===== src/rtl/memory_arbiter_pkg.sv =====
// mem_arb_pkg: shared types and defaults for the memory arbiter slice.
//   ADDR_W / DATA_W   : request, address-line and data widths
//   MEM_DEPTH_DEF     : default number of implemented memory words
//   state_e           : arbiter sequencer states (IDLE, ISSUE)
//   req_id_e          : requester identity (REQ_FETCH, REQ_DATA)
//   cmd_t             : command register latched at grant time
//   addr_in_range()   : true when an address falls inside the implemented words
package mem_arb_pkg;

  localparam int unsigned ADDR_W        = 16;
  localparam int unsigned DATA_W        = 16;
  localparam int unsigned MEM_DEPTH_DEF = 1024;

  typedef enum logic [0:0] {
    IDLE  = 1'b0,
    ISSUE = 1'b1
  } state_e;

  typedef enum logic [0:0] {
    REQ_FETCH = 1'b0,
    REQ_DATA  = 1'b1
  } req_id_e;

  typedef struct packed {
    req_id_e             id;
    logic                write;
    logic [ADDR_W-1:0]   addr;
    logic [DATA_W-1:0]   wdata;
  } cmd_t;

  function automatic logic addr_in_range(input logic [ADDR_W-1:0] addr,
                                         input int unsigned       depth);
    return 32'(addr) < depth;
  endfunction

endpackage


===== src/rtl/memory_arbiter_if.sv =====
// memory_arbiter_if: bundles the requester handshakes and the memory bank bus.
//   Fetch*   : instruction-fetch read port (req/addr in, gnt/data/valid out)
//   Data*    : load/store port (req/write/addr/wdata in, gnt/rdata/valid/err out)
//   AddressLine, MEMWriteBus, WriteMEM : arbiter-driven memory controls
//   MEMReadBus                         : combinational read data from memory
// Modports: slave = arbiter view, master = requesters + memory view.
interface memory_arbiter_if #(
  parameter int unsigned ADDR_W = mem_arb_pkg::ADDR_W,
  parameter int unsigned DATA_W = mem_arb_pkg::DATA_W
);

  logic              FetchReq;
  logic [ADDR_W-1:0] FetchAddr;
  logic              FetchGnt;
  logic [DATA_W-1:0] FetchData;
  logic              FetchValid;

  logic              DataReq;
  logic              DataWrite;
  logic [ADDR_W-1:0] DataAddr;
  logic [DATA_W-1:0] DataWData;
  logic              DataGnt;
  logic [DATA_W-1:0] DataRData;
  logic              DataValid;
  logic              DataErr;

  logic [ADDR_W-1:0] AddressLine;
  logic [DATA_W-1:0] MEMWriteBus;
  logic              WriteMEM;
  logic [DATA_W-1:0] MEMReadBus;

  modport slave (
    input  FetchReq, FetchAddr,
    output FetchGnt, FetchData, FetchValid,
    input  DataReq, DataWrite, DataAddr, DataWData,
    output DataGnt, DataRData, DataValid, DataErr,
    output AddressLine, MEMWriteBus, WriteMEM,
    input  MEMReadBus
  );

  modport master (
    output FetchReq, FetchAddr,
    input  FetchGnt, FetchData, FetchValid,
    output DataReq, DataWrite, DataAddr, DataWData,
    input  DataGnt, DataRData, DataValid, DataErr,
    input  AddressLine, MEMWriteBus, WriteMEM,
    output MEMReadBus
  );

endinterface


===== src/rtl/memory_arbiter_select.sv =====
// mem_arb_select: combinational two-way winner picker.
//   fetch_req, data_req : pending requests
//   win_id / win_valid  : chosen requester and "someone is requesting"
// Build option ARB_ROUND_ROBIN_EN: adds clk/rst_n/upd ports and a last-grant
// pointer so ties alternate; otherwise data always wins a tie.
module mem_arb_select
  import mem_arb_pkg::*;
(
`ifdef ARB_ROUND_ROBIN_EN
  input  logic    clk,
  input  logic    rst_n,
  input  logic    upd,
`endif
  input  logic    fetch_req,
  input  logic    data_req,
  output req_id_e win_id,
  output logic    win_valid
);

  assign win_valid = fetch_req | data_req;

`ifdef ARB_ROUND_ROBIN_EN
  req_id_e last_q, last_d;

  always_comb begin
    if (fetch_req && data_req) begin
      win_id = (last_q == REQ_FETCH) ? REQ_DATA : REQ_FETCH;
    end else begin
      win_id = data_req ? REQ_DATA : REQ_FETCH;
    end
  end

  assign last_d = upd ? win_id : last_q;

  // Starts as "fetch last" so data takes the first tie after reset.
  always_ff @(posedge clk or negedge rst_n) begin
    if (!rst_n) last_q <= REQ_FETCH;
    else        last_q <= last_d;
  end
`else
  assign win_id = data_req ? REQ_DATA : REQ_FETCH;
`endif

endmodule


===== src/rtl/memory_arbiter.sv =====
// memory_arbiter: arbitrates fetch and load/store requests onto a single-port
// memory, one access per two cycles (IDLE grant, ISSUE access), and returns
// registered read data with a one-cycle Valid strobe the cycle after ISSUE.
// Ports:
//   ClockInput : rising-edge clock
//   ResetInput : asynchronous active-low reset
//   bus        : memory_arbiter_if.slave (requester handshakes + memory bus)
// Build option ARB_ROUND_ROBIN_EN selects round-robin tie breaking instead of
// fixed data-over-fetch priority.
module memory_arbiter
  import mem_arb_pkg::*;
#(
  parameter int unsigned MEM_DEPTH = MEM_DEPTH_DEF
) (
  input  logic            ClockInput,
  input  logic            ResetInput,
  memory_arbiter_if.slave bus
);

  state_e            state_q, state_d;
  cmd_t              cmd_q, cmd_d;
  logic [DATA_W-1:0] rdata_q, rdata_d;
  logic              fetch_vld_q, fetch_vld_d;
  logic              data_vld_q, data_vld_d;
  logic              err_q, err_d;

  req_id_e           win_id;
  logic              win_valid;
  logic              grant;
  logic              issuing;
  logic              cmd_in_range;

  mem_arb_select u_select (
`ifdef ARB_ROUND_ROBIN_EN
    .clk       (ClockInput),
    .rst_n     (ResetInput),
    .upd       (grant),
`endif
    .fetch_req (bus.FetchReq),
    .data_req  (bus.DataReq),
    .win_id    (win_id),
    .win_valid (win_valid)
  );

  // Grants only come out of IDLE; requests seen during ISSUE simply wait.
  assign grant        = (state_q == IDLE) && win_valid;
  assign bus.FetchGnt = grant && (win_id == REQ_FETCH);
  assign bus.DataGnt  = grant && (win_id == REQ_DATA);

  assign issuing      = (state_q == ISSUE);
  assign cmd_in_range = addr_in_range(cmd_q.addr, MEM_DEPTH);

  // Decoded from the async-reset state flop, so WriteMEM drops the moment
  // reset asserts and an in-flight store never reaches the memory edge.
  assign bus.AddressLine = issuing ? cmd_q.addr : '0;
  assign bus.WriteMEM    = issuing && cmd_q.write && cmd_in_range;
  assign bus.MEMWriteBus = bus.WriteMEM ? cmd_q.wdata : '0;

  assign bus.FetchData  = rdata_q;
  assign bus.DataRData  = rdata_q;
  assign bus.FetchValid = fetch_vld_q;
  assign bus.DataValid  = data_vld_q;
  assign bus.DataErr    = err_q;

  always_comb begin
    state_d     = state_q;
    cmd_d       = cmd_q;
    rdata_d     = rdata_q;
    fetch_vld_d = 1'b0;
    data_vld_d  = 1'b0;
    err_d       = 1'b0;
    case (state_q)
      IDLE: begin
        if (win_valid) begin
          state_d  = ISSUE;
          cmd_d.id = win_id;
          if (win_id == REQ_DATA) begin
            cmd_d.write = bus.DataWrite;
            cmd_d.addr  = bus.DataAddr;
            cmd_d.wdata = bus.DataWData;
          end else begin
            // Fetch is read-only; DataWrite is never consulted for it.
            cmd_d.write = 1'b0;
            cmd_d.addr  = bus.FetchAddr;
            cmd_d.wdata = '0;
          end
        end
      end
      ISSUE: begin
        state_d     = IDLE;
        // Stores and out-of-range accesses report zero data.
        rdata_d     = (!cmd_q.write && cmd_in_range) ? bus.MEMReadBus : '0;
        fetch_vld_d = (cmd_q.id == REQ_FETCH);
        data_vld_d  = (cmd_q.id == REQ_DATA);
        err_d       = (cmd_q.id == REQ_DATA) && !cmd_in_range;
      end
      default: state_d = IDLE;
    endcase
  end

  always_ff @(posedge ClockInput or negedge ResetInput) begin
    if (!ResetInput) begin
      state_q     <= IDLE;
      cmd_q       <= '0;
      rdata_q     <= '0;
      fetch_vld_q <= 1'b0;
      data_vld_q  <= 1'b0;
      err_q       <= 1'b0;
    end else begin
      state_q     <= state_d;
      cmd_q       <= cmd_d;
      rdata_q     <= rdata_d;
      fetch_vld_q <= fetch_vld_d;
      data_vld_q  <= data_vld_d;
      err_q       <= err_d;
    end
  end

endmodule


===== src/flat_wrapper.sv =====
// flat-port wrapper written by rule: the top's interface ports become plain ports
module memory_arbiter_flat import mem_arb_pkg::*;
#(
  parameter int unsigned MEM_DEPTH = MEM_DEPTH_DEF
)
  (ClockInput, ResetInput, bus_FetchReq, bus_FetchAddr, bus_FetchGnt, bus_FetchData, bus_FetchValid, bus_DataReq, bus_DataWrite, bus_DataAddr, bus_DataWData, bus_DataGnt, bus_DataRData, bus_DataValid, bus_DataErr, bus_AddressLine, bus_MEMWriteBus, bus_WriteMEM, bus_MEMReadBus);
  memory_arbiter_if bus_i ();
  input  logic ClockInput;
  input  logic ResetInput;
  input wire logic [$bits(bus_i.FetchReq)-1:0] bus_FetchReq;
  input wire logic [$bits(bus_i.FetchAddr)-1:0] bus_FetchAddr;
  output wire logic [$bits(bus_i.FetchGnt)-1:0] bus_FetchGnt;
  output wire logic [$bits(bus_i.FetchData)-1:0] bus_FetchData;
  output wire logic [$bits(bus_i.FetchValid)-1:0] bus_FetchValid;
  input wire logic [$bits(bus_i.DataReq)-1:0] bus_DataReq;
  input wire logic [$bits(bus_i.DataWrite)-1:0] bus_DataWrite;
  input wire logic [$bits(bus_i.DataAddr)-1:0] bus_DataAddr;
  input wire logic [$bits(bus_i.DataWData)-1:0] bus_DataWData;
  output wire logic [$bits(bus_i.DataGnt)-1:0] bus_DataGnt;
  output wire logic [$bits(bus_i.DataRData)-1:0] bus_DataRData;
  output wire logic [$bits(bus_i.DataValid)-1:0] bus_DataValid;
  output wire logic [$bits(bus_i.DataErr)-1:0] bus_DataErr;
  output wire logic [$bits(bus_i.AddressLine)-1:0] bus_AddressLine;
  output wire logic [$bits(bus_i.MEMWriteBus)-1:0] bus_MEMWriteBus;
  output wire logic [$bits(bus_i.WriteMEM)-1:0] bus_WriteMEM;
  input wire logic [$bits(bus_i.MEMReadBus)-1:0] bus_MEMReadBus;
  assign bus_i.FetchReq = bus_FetchReq;
  assign bus_i.FetchAddr = bus_FetchAddr;
  assign bus_FetchGnt = bus_i.FetchGnt;
  assign bus_FetchData = bus_i.FetchData;
  assign bus_FetchValid = bus_i.FetchValid;
  assign bus_i.DataReq = bus_DataReq;
  assign bus_i.DataWrite = bus_DataWrite;
  assign bus_i.DataAddr = bus_DataAddr;
  assign bus_i.DataWData = bus_DataWData;
  assign bus_DataGnt = bus_i.DataGnt;
  assign bus_DataRData = bus_i.DataRData;
  assign bus_DataValid = bus_i.DataValid;
  assign bus_DataErr = bus_i.DataErr;
  assign bus_AddressLine = bus_i.AddressLine;
  assign bus_MEMWriteBus = bus_i.MEMWriteBus;
  assign bus_WriteMEM = bus_i.WriteMEM;
  assign bus_i.MEMReadBus = bus_MEMReadBus;
  memory_arbiter #(.MEM_DEPTH(MEM_DEPTH)) u_core (.ClockInput(ClockInput), .ResetInput(ResetInput), .bus(bus_i));
endmodule

===== config.mk =====
export PLATFORM = sky130hd
export DESIGN_NAME = memory_arbiter_flat
export DESIGN_NICKNAME = d
export VERILOG_FILES = /design/src/rtl/memory_arbiter_pkg.sv /design/src/rtl/memory_arbiter_if.sv /design/src/rtl/memory_arbiter_select.sv /design/src/rtl/memory_arbiter.sv /design/src/flat_wrapper.sv
export SDC_FILE = /design/constraint.sdc
export NUM_CORES = 1
export LEC_CHECK = 0
export ABC_CLOCK_PERIOD_IN_PS = 4300
export CORE_UTILIZATION = 43
export DETAILED_ROUTE_END_ITERATION = 8
export PLACE_DENSITY = 0.86
export SLEW_MARGIN = 20
export SYNTH_ARGS = -nofsm -noshare
export SYNTH_HDL_FRONTEND = slang
export SYNTH_SLANG_ARGS = --single-unit

===== constraint.sdc =====
create_clock -name ClockInput -period 4.3 [get_ports ClockInput]
set_input_delay 0.43 -clock ClockInput [delete_from_list [all_inputs] [get_ports ClockInput]]
set_output_delay 0.43 -clock ClockInput [all_outputs]
set_load 0.03 [all_outputs]

# == Word level (Yosys, flattened, before mapping) ==
# Index checks and enable logic that the tools add are counted.
# classes
reduce_logical,10
magnitude_cmp,1
shifts,0
add_sub_neg,0
muxes,10
div,0
bitwise_logic,4
mul,0
eq_ne,0
# op_table
op,n
$mux 16,3
$mux 33,1
$lt 16x11->1 const B,1
$logic_and 1x1->1,7
$mux 1,5
$not 1->1,3
$logic_not 1->1,2
$pmux 1 s2,1
$reduce_and 2->1,1
$or 1x1->1,1
# totals
mem_bits_ro,0
word_cells,34
n_memories,0
out_inout_bits,70
ff_bits,54
input_bits,69
latch_bits,0
mem_bits_rw,0

# == Logic depth before layout (Yosys ltp) ==
# depth
depth_word,4
ltp_mapped,5
depth_no_buf,3

# == By module ==
# From an unflattened synthesis, not the netlist that was laid out.
# hier_totals
cells_unflattened,270
hier_area_um2,3027.9
# by_module_without_submodules
mod,instances,area_each_um2,seq_area_each_um2,cells_each
memory_arbiter,1,3014.1,1351.3,268
mem_arb_select,1,13.8,0.0,2

# == Worst setup path after synthesis ==
# Ideal clock, no wire load.
# synth_timing
path_kind,register to output
start,reg u_core.cmd_q[26] (netlist bit)
end,out bus_MEMWriteBus[10]
n_path_buf,1
arrival_ns,1.851
setup_slack_ns,2.019
stages_incl_launch_ff,5
required_time_ns,3.870
path_cell_list,dfrtp_1 or4_4 nor4_4 buf_2 and2_1
# synth_via
elab_chain_len,3
# synth_lines
element,line,rtl
"start, declared",memory_arbiter.sv:21,"cmd_t cmd_q, cmd_d;"
"start signal, assigned",memory_arbiter.sv:111,cmd_q <= cmd_d;
$lt 16x11->1,memory_arbiter_pkg.sv:33,return 32'(addr) < depth;
$logic_and 1x1->1,memory_arbiter.sv:56,assign bus.WriteMEM = issuing && cmd_q.write && cmd_in_range;
via bus_WriteMEM,flat_wrapper.sv:25,output wire logic [$bits(bus_i.WriteMEM)-1:0] bus_WriteMEM;
$mux 16,memory_arbiter.sv:57,assign bus.MEMWriteBus = bus.WriteMEM ? cmd_q.wdata : '0;
"end, declared",flat_wrapper.sv:24,output wire logic [$bits(bus_i.MEMWriteBus)-1:0] bus_MEMWriteBus;
# The timed path passes the listed nets, and every way through them passes these cells.

# == Worst setup path after layout ==
# layout_timing
start,reg u_core.cmd_q[26] (netlist bit)
end,out bus_MEMWriteBus[7]
# layout_via
elab_chain_len,3
# layout_lines
element,line
$lt 16x11->1,memory_arbiter_pkg.sv:33
$logic_and 1x1->1,memory_arbiter.sv:56
$mux 16,memory_arbiter.sv:57
# Every way passes these cells.

==> impl_metrics.prom <==
# TYPE chip_impl_metric gauge
chip_impl_info{name="result_of_the_run",value="finished, final reports clean"} 1
chip_impl_metric{name="synth_fp_nets",unit=""} 333
chip_impl_metric{name="critPathArrivalTime",unit="ps"} 2770
chip_impl_metric{name="grt_first_pass_wirelength",unit="um"} 9780
chip_impl_metric{name="grt_pass1_vias",unit=""} 2143
chip_impl_metric{name="synthCells",unit=""} 264
chip_impl_metric{name="clk_transition_reported_paths",unit="ps"} 100
chip_impl_info{name="setup.worst_path.end",value="bus_MEMWriteBus[7]"} 1
chip_impl_metric{name="die_height",unit="um"} 80.8
chip_impl_metric{name="count_of_pins_over_their_slew_limit",unit=""} 0
chip_impl_info{name="worstHoldPathType",value="in2async"} 1
chip_impl_metric{name="floorplan.core_area",unit="um2"} 5960
chip_impl_metric{name="post_drt_via_cell_ratio",unit=""} 4.93
chip_impl_info{name="worstReg2RegStart",value="u_core.cmd_q[26]"} 1
chip_impl_info{name="r2r_end",value="u_core.bus.DataRData[2]"} 1
chip_impl_metric{name="fill_cells",unit=""} 494
chip_impl_info{name="root_buffer",value="sky130_fd_sc_hd__clkbuf_8"} 1
chip_impl_metric{name="fin_worst_hold_slack",unit="ps"} 237
chip_impl_metric{name="synth.distinct_cells",unit=""} 24
chip_impl_metric{name="drt-total-wl",unit="um"} 5990
chip_impl_metric{name="grt_start_max_net_pins",unit=""} 70
chip_impl_metric{name="yosys_warnings",unit=""} 0
chip_impl_metric{name="clkSinkCount",unit=""} 54
chip_impl_metric{name="pwr_density_cell",unit="nW/um2"} 333
chip_impl_metric{name="accumulated_negative_setup_slack",unit="ps"} 0
chip_impl_metric{name="numPortBuffers",unit=""} 138
chip_impl_metric{name="placementRows",unit=""} 28
chip_impl_info{name="critPathLaunchType",value="flip-flop"} 1
chip_impl_metric{name="ys_seq_area_share",unit="%"} 50.7
chip_impl_info{name="synth-main-ff-cell",value="sky130_fd_sc_hd__dfrtp_1"} 1
chip_impl_metric{name="depth_of_the_cts_h_tree",unit=""} 2
chip_impl_info{name="rsz0062_at_grt",value="no"} 1
chip_impl_metric{name="cts_max_path_buffers",unit=""} 2
chip_impl_info{name="yosys.area.top_type",value="sky130_fd_sc_hd__dfrtp_1"} 1
chip_impl_metric{name="timing.critical_path.required",unit="ps"} 3870
chip_impl_metric{name="netlist.area_leader.share",unit="%"} 50.7
chip_impl_metric{name="place_hpwl",unit="um"} 4360
chip_impl_info{name="synth.cells.most_frequent",value="sky130_fd_sc_hd__dfrtp_1 (54), sky130_fd_sc_hd__and2_1 (33), sky130_fd_sc_hd__nand2_1 (33)"} 1
chip_impl_metric{name="fin_cells",unit=""} 454
chip_impl_metric{name="measured_slew_at_the_worst_slew_check_pin",unit="ps"} 688
chip_impl_metric{name="post-route-min-period",unit="ps"} 3200
chip_impl_metric{name="drt-initial-drc-count",unit=""} 50
chip_impl_info{name="synthMostInstantiatedCell",value="sky130_fd_sc_hd__dfrtp_1"} 1
chip_impl_metric{name="ff2ff_setup_slack",unit="ps"} 2480
chip_impl_metric{name="insertion_delay",unit="ps"} 300
chip_impl_metric{name="p_leak",unit="nW"} 1.73
chip_impl_metric{name="register_bit_count_reported_by_yosys",unit=""} 54
chip_impl_metric{name="postCtsSetupBuffers",unit=""} 0
chip_impl_metric{name="grt_util_all_layers",unit="%"} 19.4
chip_impl_metric{name="worst_r2r_path_depth",unit=""} 3
chip_impl_metric{name="vdd_ir_max",unit="mV"} 0.160
chip_impl_metric{name="io_pins",unit=""} 139
chip_impl_metric{name="fin_total_pwr",unit="W"} 0.00136
chip_impl_metric{name="final.setup_skew",unit="ps"} 4.45
chip_impl_metric{name="timing.slew.headroom",unit="%"} 53.8
chip_impl_metric{name="final_min_period_over_clock_period",unit="%"} 74.4
chip_impl_info{name="cts_tree",value="built"} 1
chip_impl_metric{name="finalSetupViolCount",unit=""} 0
chip_impl_metric{name="die_width",unit="um"} 80.8
chip_impl_info{name="grt-busiest-layer",value="met2"} 1
chip_impl_metric{name="global_route.overflow_total",unit=""} 0
chip_impl_metric{name="initial_utilization",unit="%"} 44.8
chip_impl_metric{name="syn-cell-area",unit="um2"} 2670
chip_impl_metric{name="cts-buffers-inserted",unit=""} 5
chip_impl_metric{name="synth_edf_count",unit=""} 0
chip_impl_metric{name="drt-wirelength-per-cell",unit="um"} 13.2
chip_impl_metric{name="grtUsageMet2",unit="%"} 33.6
chip_impl_metric{name="layout-drive-gt1-share",unit="%"} 7.65
chip_impl_metric{name="gr_layer_usage_met1",unit="%"} 23.4
chip_impl_metric{name="final_nets",unit=""} 447
chip_impl_metric{name="maxCapViolCount",unit=""} 0
chip_impl_info{name="critPathKind",value="reg2out"} 1
chip_impl_info{name="timing.critical_path.to_type",value="primary output"} 1
chip_impl_metric{name="detailed_route_drc_error_count",unit=""} 0
chip_impl_metric{name="groute.layer.met3.usage",unit="%"} 5.17
chip_impl_metric{name="path_max_fanout",unit=""} 17
chip_impl_metric{name="post_cts_hold_buffer_count",unit=""} 0
chip_impl_metric{name="via_count",unit=""} 2236
chip_impl_metric{name="gp_congestion",unit=""} 0.721
chip_impl_metric{name="drt_pass1_iterations",unit=""} 4
chip_impl_metric{name="num_antenna_cells",unit=""} 0
chip_impl_metric{name="area_growth_syn_to_layout",unit="%"} 52.7
chip_impl_metric{name="total_die_area",unit="um2"} 6520
chip_impl_metric{name="dp_cell_count",unit=""} 446
chip_impl_info{name="crit_start",value="u_core.cmd_q[26]"} 1
chip_impl_metric{name="synthArstFlopShare",unit="%"} 100
chip_impl_metric{name="hold_violations",unit=""} 0
chip_impl_metric{name="utilization",unit="%"} 68.4
chip_impl_metric{name="cts_repair_resize_count",unit=""} 0
chip_impl_metric{name="synthesized_area_per_cell",unit="um2"} 10.1
chip_impl_metric{name="grt_antenna_before_repair",unit=""} 0
chip_impl_metric{name="final_antenna_net_count",unit=""} 0
chip_impl_metric{name="clock.fmax",unit="MHz"} 313
chip_impl_info{name="area_contributors_post_synth",value="sky130_fd_sc_hd__dfrtp_1 (51%), sky130_fd_sc_hd__and2_1 (7.7%), sky130_fd_sc_hd__a22o_1 (5.6%), sky130_fd_sc_hd__and3b_1 (5.3%), sky130_fd_sc_hd__o22ai_2 (4.7%)"} 1
area by class of cell:
cell class / instances / area, um2 / share of cell area, %
well taps: 75 / 93.8 / 2.30
inverters: 17 / 63.8 / 1.57
clock buffers: 5 / 68.8 / 1.69
clock inverters: 3 / 45.0 / 1.11
flip-flops and latches: 54 / 1350 / 33.2
repair buffers: 143 / 1410 / 34.7
multi-input cells: 157 / 1040 / 25.4
stage by stage:
| stage | setup slack, ps | area [um2] |
|---|---|---|
| after global routing | 938 | 4070 |
| final | 1100 | 4070 |
| after floorplan | 2020 | 2670 |
| after global placement | 1500 | 3960 |
| after CTS | 1020 | 4070 |
| after detailed placement | 1370 | 3960 |
logic make-up after synthesis:
logic type / count (synthesis) / synth area share, %
AO/OA/AOI/OAI: 68 / 18.6
AND/OR/NAND/NOR: 89 / 20.1
flip-flops: 54 / 50.7
buffers and inverters: 53 / 10.6
layer usage:
| metal | wire length (um) | part of all wire (%) |
|---|---|---|
| met1 | 2470 | 41 |
| met2 | 2930 | 49 |
| met3 | 509 | 8.5 |
| met4 | 77 | 1.3 |
| met5 | 0 | 0 |
worst min-delay path by stage:
stage / startpoint / end / slack (ps)
finish: ResetInput / u_core.cmd_q[6] / 240
global route: ResetInput / u_core.cmd_q[8] / 290
CTS: ResetInput / u_core.cmd_q[6] / 260
detailed placement: u_core.cmd_q[33] / u_core.bus.FetchValid / 450
global placement: u_core.cmd_q[33] / u_core.bus.FetchValid / 440
floorplan: ResetInput / u_core.bus.DataErr / 130
sequential cells by signal, indices dropped and copies added, names as in the netlist:
register               cells
u_core.bus.FetchValid      1
u_core.bus.DataValid       1
u_core.cmd_q              34
u_core.issuing             1
u_core.bus.DataErr         1
u_core.bus.DataRData      16
cells in the final DEF, fill, tap and decap left out, types with 2 or more instances in the layout:
| master | n |
|---|---|
| sky130_fd_sc_hd__a21oi_1 | 16 |
| sky130_fd_sc_hd__a22o_1 | 17 |
| sky130_fd_sc_hd__and2_1 | 33 |
| sky130_fd_sc_hd__and3b_1 | 16 |
| sky130_fd_sc_hd__buf_4 | 5 |
| sky130_fd_sc_hd__clkbuf_8 | 5 |
| sky130_fd_sc_hd__clkdlybuf4s50_1 | 137 |
| sky130_fd_sc_hd__clkinvlp_4 | 2 |
| sky130_fd_sc_hd__dfrtp_1 | 53 |
| sky130_fd_sc_hd__inv_1 | 17 |
| sky130_fd_sc_hd__nand2_1 | 33 |
| sky130_fd_sc_hd__nor2b_1 | 2 |
| sky130_fd_sc_hd__o21ai_0 | 16 |
| sky130_fd_sc_hd__o22ai_1 | 6 |
| sky130_fd_sc_hd__o22ai_2 | 10 |
| sky130_fd_sc_hd__or4_4 | 2 |
power breakdown:
group | total (W) | switching (W) | internal, W
sequential | 0.000614 | 0.0000399 | 0.000574
combinational | 0.000404 | 0.000210 | 0.000194
clock | 0.000338 | 0.000165 | 0.000173
total | 0.00136 | 0.000416 | 0.000941
critical path, stage by stage (launching register included):
cell and delay, ps:
sky130_fd_sc_hd__dfrtp_1 400, sky130_fd_sc_hd__or4_4 570, sky130_fd_sc_hd__nor4_4 610, sky130_fd_sc_hd__and2_1 220
sky130_fd_sc_hd__clkdlybuf4s50_1 680
Power figures use the tool's default switching activity.
